## config.mk

```make
export PLATFORM = sky130hd
export DESIGN_NAME = divide_fsm
export DESIGN_NICKNAME = d
export VERILOG_FILES = /design/src/rtl/divide_fsm.sv
export SDC_FILE = /design/constraint.sdc
export NUM_CORES = 1
export LEC_CHECK = 0
export CAP_MARGIN = 40
export CORE_ASPECT_RATIO = 2
export CORE_MARGIN = 2
export CORE_UTILIZATION = 55
export DETAILED_ROUTE_END_ITERATION = 12
export PLACE_DENSITY = 0.84
export SKIP_LAST_GASP = 1
export SYNTH_ARGS = -nofsm -noshare
export SYNTH_HDL_FRONTEND = slang
export SYNTH_SLANG_ARGS = --single-unit
```

## constraint.sdc

```tcl
create_clock -name clk -period 2.6 [get_ports clk]
set_input_delay 0.26 -clock clk [delete_from_list [all_inputs] [get_ports clk]]
set_output_delay 0.26 -clock clk [all_outputs]
set_load 0.1 [all_outputs]
```

## src/rtl/divide_fsm.sv

```systemverilog
// Sequential unsigned restoring divider: one quotient bit per clock, results
// and divide-by-zero flag captured in registers with a one-cycle done pulse.
module divide_fsm #(
  parameter int WIDTH = 8
) (
  input  logic             clk,
  input  logic             rst_n,
  input  logic             enter,
  input  logic [WIDTH-1:0] A,
  input  logic [WIDTH-1:0] B,
  output logic [WIDTH-1:0] quotient,
  output logic [WIDTH-1:0] remainder,
  output logic             div_zero,
  output logic             busy,
  output logic             done
);

  localparam int CW = (WIDTH > 1) ? $clog2(WIDTH) : 1;

  typedef enum logic [1:0] {
    HOLD  = 2'd0,
    START = 2'd1,
    ITER  = 2'd2,
    DONE  = 2'd3
  } state_t;

  state_t           ps_r;
  logic [WIDTH-1:0] dvd_r;
  logic [WIDTH-1:0] dvs_r;
  logic [WIDTH-1:0] quo_r;
  logic [WIDTH:0]   rem_r;
  logic [CW-1:0]    cnt_r;

  logic [WIDTH:0]   t_s;
  logic [WIDTH:0]   rem_nxt_s;
  logic [WIDTH-1:0] quo_nxt_s;
  logic [WIDTH-1:0] dvd_nxt_s;
  logic             ge_s;
  logic             last_s;

  // One shift-and-subtract step computed from the current iteration state.
  always_comb begin
    t_s  = {rem_r[WIDTH-1:0], dvd_r[WIDTH-1]};
    // rem_r[WIDTH] stays 0 because the remainder is always below the divisor;
    // it is kept as a guard bit so a set bit would still force a subtract.
    ge_s = rem_r[WIDTH] | (t_s >= {1'b0, dvs_r});
    if (ge_s) begin
      rem_nxt_s = t_s - {1'b0, dvs_r};
    end else begin
      rem_nxt_s = t_s;
    end
    quo_nxt_s = (quo_r << 1) | {{(WIDTH-1){1'b0}}, ge_s};
    dvd_nxt_s = dvd_r << 1;
    last_s    = (cnt_r == CW'(WIDTH-1));
  end

  // Control FSM with datapath registers and registered result outputs.
  always_ff @(posedge clk or negedge rst_n) begin
    if (!rst_n) begin
      ps_r      <= HOLD;
      dvd_r     <= {WIDTH{1'b0}};
      dvs_r     <= {WIDTH{1'b0}};
      quo_r     <= {WIDTH{1'b0}};
      rem_r     <= {(WIDTH+1){1'b0}};
      cnt_r     <= {CW{1'b0}};
      quotient  <= {WIDTH{1'b0}};
      remainder <= {WIDTH{1'b0}};
      div_zero  <= 1'b0;
      busy      <= 1'b0;
      done      <= 1'b0;
    end else begin
      case (ps_r)
        HOLD: begin
          done <= 1'b0;
          if (enter) begin
            ps_r <= START;
            busy <= 1'b1;
          end else begin
            ps_r <= HOLD;
            busy <= 1'b0;
          end
        end
        START: begin
          dvd_r <= A;
          dvs_r <= B;
          quo_r <= {WIDTH{1'b0}};
          rem_r <= {(WIDTH+1){1'b0}};
          cnt_r <= {CW{1'b0}};
          busy  <= 1'b1;
          if (B == {WIDTH{1'b0}}) begin
            ps_r      <= DONE;
            done      <= 1'b1;
            quotient  <= {WIDTH{1'b1}};
            remainder <= A;
            div_zero  <= 1'b1;
          end else begin
            ps_r <= ITER;
            done <= 1'b0;
          end
        end
        ITER: begin
          rem_r <= rem_nxt_s;
          quo_r <= quo_nxt_s;
          dvd_r <= dvd_nxt_s;
          cnt_r <= cnt_r + CW'(1);
          busy  <= 1'b1;
          if (last_s) begin
            ps_r      <= DONE;
            done      <= 1'b1;
            quotient  <= quo_nxt_s;
            remainder <= rem_nxt_s[WIDTH-1:0];
            div_zero  <= 1'b0;
          end else begin
            ps_r <= ITER;
            done <= 1'b0;
          end
        end
        DONE: begin
          ps_r <= HOLD;
          done <= 1'b0;
          busy <= 1'b0;
        end
        default: begin
          ps_r <= HOLD;
          done <= 1'b0;
          busy <= 1'b0;
        end
      endcase
    end
  end

endmodule

```

Yosys cells after proc, flatten, opt, wreduce, memory -nomap -nowiden
Cells that the tools add are included.

Add/subtract/negate cells: 2. Magnitude comparators: 1. Equality and inequality tests: 6. Muxes and demuxes: 23. Bitwise logic cells: 2. Reductions and logical operators: 6.

Operators by type and width (number): case mux 8 bit (2 select lines) (3); two-way mux 8 bit (4); case mux 9 bit (2 select lines) (1); case mux 7 bit (2 select lines) (1); greater-or-equal comparator 9 x 8 -> 1 bit (1); two-way mux 9 bit (1); subtractor 9 x 8 -> 9 bit (1); logical NOT 8 bit (1); two-way mux 1 bit (8); OR 8 x 1 -> 8 bit (1); case mux 2 bit (4 select lines) (1); case mux 1 bit (3 select lines) (2); case mux 3 bit (2 select lines) (1); equality test 2 bit, second input constant (2); inequality test 2 bit, second input constant (2); OR reduction 2 bit (2); adder 3 x 1 -> 3 bit, second input constant (1); equality test 3 bit, second input constant (1); AND reduction 3 bit (1); equality test 2 x 1 -> 1 bit, second input constant (1); logical NOT 2 bit (1); case mux 1 bit (2 select lines) (1); nonzero test 2 bit (1); OR 1 bit (1).

Register bits: 56. Input port bits: 19. Word-level logic and storage cells: 51.

Longest topological paths before layout
Depth in word-level cells: 5. Gate-level depth with buffers: 8. Gate-level depth less buffers: 8.

Worst setup path after synthesis
OpenSTA, ideal clock, no wires.

Path type: reg-to-reg. Start: register dvd_r[7]. End: register rem_r[6]. Arrival time: 1874 ps. Slack: 583 ps. Stages on the path, launching flop included: 9. Period minus slack after synthesis: 2017 ps. Cell sequence: dfrtp_1 > inv_1 > ha_1 > fa_1 > nand2b_1 > a21oi_1 > mux2_2 > o22ai_1 > o221ai_1.

Cells in the longest elaborated chain, start to end: 4. Elaborated cells between the ends (all ways): 5. Classes of those cells: add/sub: 1; order compare: 1; mux: 2; bitwise: 1.

Ends and longest elaborated chain: start: declaration (line 28) `logic [WIDTH-1:0] dvd_r;`; start signal: assignment (line 61) `dvd_r <= {WIDTH{1'b0}};`; start signal: assignment (line 104) `dvd_r <= dvd_nxt_s;`; greater-or-equal comparator 9 x 8 -> 1 bit (line 46) `ge_s = rem_r[WIDTH] | (t_s >= {1'b0, dvs_r});`; OR 1 bit (line 46); two-way mux 9 bit * (line 47) `if (ge_s) begin`; case mux 9 bit (2 select lines) * (line 72) `case (ps_r)`; end signal: assignment (line 64) `rem_r <= {(WIDTH+1){1'b0}};`; end signal: assignment (line 87) `rem_r <= {(WIDTH+1){1'b0}};`; end signal: assignment (line 102) `rem_r <= rem_nxt_s;`; end: declaration (line 31) `logic [WIDTH:0] rem_r;`.

Every way passes the cells marked *; elsewhere a longest branch is shown, timed or not. A chain may end at the register's enable or synchronous reset.

Worst setup path after layout
Same ends and word-level chain as after synthesis.

==> results.ini <==
[yosys]
synth_top_area_share_pct = 46.1
synth.largest_area_cell = dfrtp_1
synth-edff-count = 0
yosysUniqueCellTypes = 55
syn_inst = 314
async_flop_share_pct = 100
synth_fp_nets = 347
ys_seq_area_share_pct = 46.1
ys_ff_latch = 56
yosys-top-cells-area = dfrtp_1 46%, ha_1 5.4%, mux2i_1 4.6%
ys.flop_type = dfrtp_1
synth_area_mm2 = 0.00304
yosys_warnings = 0
syn_area_per_cell_um2 = 9.67

[timing]
finalSetupTns_ps = 0
rsz0062_at_grt = no
fin_crit_ps = 2370
setup_viol = 0
tightest_slew_ps = 520
hold_violations = 0
drv_slew = 0
fin_crit_sh_pct = 91.1
clock_skew_ps = 9.45
max_freq_mhz = 422
relSlewSlack_pct = 65.2

[grt]
grt_overflow_total = 0
first_global_vias = 2524
track_usage_pct = 24.4
antenna_found_initial = 0
grt_first_pass_wirelength_mm = 11.7
grt_max_degree = 57

[drt]
num_vias = 2471
first_pass_iters = 4
wire_per_inst_um = 17.2
drt_iter0_drc = 108
drt-total-wl_mm = 7.07
postRouteAntennaNets = 0
detail_route.vias_per_cell = 6.00
drc_errors = 0

[cells_and_area]
drive_above_1_share_pct = 15.6
n_fill_cell = 421
area_delta_synth_final_pct = 16.7
final_cell_mix = 56 x dfrtp_1, 29 x nor2_1, 27 x inv_1, 27 x o21ai_0, 26 x buf_4
finalNetCount = 384
diodes = 0
final_common_cell = dfrtp_1

[setup_path]
worst_setup_path_start_kind = flop
r2r-start = dvd_r[7]$_DFFE_PN0P_
reg2regPathDepth = 8
r2r_slack_ps = 230
critPathCapture = rem_r[6]$_DFFE_PN0P_
required_ps = 2780
r2r_end = rem_r[6]$_DFFE_PN0P_
worst-endpoint-arrival_ps = 2540
crit_type = reg -> reg
crit_start = dvd_r[7]$_DFFE_PN0P_
crit_fanout = 3
cp-end-kind = flop

[floorplanning]
die_w_um = 56.6
rows = 38
die_area_mm2 = 0.00617
core_area_mm2 = 0.00537
start_util_pct = 56.5
die_h_um = 109
boundaryPins = 38

[clock_network]
cts_tree = built
ctsHoldBuffers = 1
cts.clk_slew.worst_paths_ps = 100
cts_setup_buffers = 0
cts_buffer_depth = 2
htreeDepth = 2
cts_resized = 0
cts_num_sinks = 56
numCtsBuffers = 5
clock_latency_ps = 310
clockRootBuffer = clkbuf_8

[flow_run]
drv_cap = 0

[placement]
finalWeightedCongestion = 0.864
portBuffers = 37
dp_hpwl_mm = 5.32

[min_path]
hold_class = in -> async

[outcome]
status = completed

==> sequential cells by signal, summed over array words and instances (netlist names), 2 cells and up <==
name / count
dvs_r: 8
cnt_r: 3
quo_r: 7
dvd_r: 8
quotient: 8
ps_r: 2
rem_r: 9
remainder: 8
==> logic make-up (layout without fill, tap and decap cells) <==
kind of cell | count (synthesis) | count (layout) | synth area share, %
and+or+nand+nor | 86 | 86 | 14.2
muxes | 18 | 18 | 6.10
adders and majority gates | 14 | 14 | 6.01
AOI/OAI and AO/OA | 94 | 94 | 20.8
buffers and inverters | 43 | 81 | 5.97
xor gates and xnor gates | 3 | 3 | 0.865
DFF | 56 | 56 | 46.1
==> final cells by class <==
cell class	count	area, µm²	share of cell area, %
sequential	56	1400	39.5
timing repair buffer	46	400	11.3
clock inverter	3	42.5	1.20
clock buffer	5	68.8	1.94
tap	60	75.1	2.12
inverter	27	101	2.86
multi-input combinational	215	1460	41.1
==> routing by layer <==
| layer | part of all wire, % | GRT usage [%] |
|---|---|---|
| met1 | 38 | 26.8 |
| met2 | 53 | 42.3 |
| met3 | 3.2 | 3.20 |
| met4 | 6.2 | 17.9 |
| met5 | 0 | 0 |
==> worst min path at each step <==
stage          startpoint              endpoint  slack (ps)  depth (start not counted)
6_report            rst_n        busy$_DFF_PN0_         460                          3
5_1_grt             rst_n  rem_r[8]$_DFFE_PN0P_         500                          3
4_1_cts             rst_n        busy$_DFF_PN0_         490                          3
3_5_place_dp        rst_n  dvs_r[0]$_DFFE_PN0N_         280                          2
3_3_place_gp        rst_n  dvs_r[2]$_DFFE_PN0N_         280                          2
2_1_floorplan       rst_n        busy$_DFF_PN0_         -40                          0
==> stage by stage <==
stage               std cells  setup WS (ps)  instance area, µm²  utilization, %  hold WS (ps)
floorplan                 314            583                3040               -         -35.6
global placement          403            300                3420            63.7           276
detailed placement        403            302                3420            63.7           284
CTS                       412            270                3540            66.0           490
global route              412           92.4                3540            66.0           505
finish                    412            232                3540            66.0           463
==> worst max-delay path, cell delays in order, from the launching register on <==
cell	delay [ps]
dfrtp_1	410
inv_1	80
ha_1	220
fa_1	400
nand2b_1	200
a21oi_1	170
mux2_2	350
o22ai_1	250
o221ai_1	150
==> Yosys cell counts (7+ instances only) <==
| master | count |
|---|---|
| clkbuf_1 | 7 |
| a31oi_1 | 9 |
| nor2_1 | 29 |
| nand3_1 | 12 |
| o21ai_0 | 27 |
| ha_1 | 13 |
| a21oi_1 | 22 |
| mux2i_1 | 14 |
| nor3_1 | 8 |
| inv_1 | 27 |
| nand2_1 | 16 |
| dfrtp_1 | 56 |
Power is not shown: default switching activity piles up to over one toggle a cycle in this logic, so the estimate is an artifact.
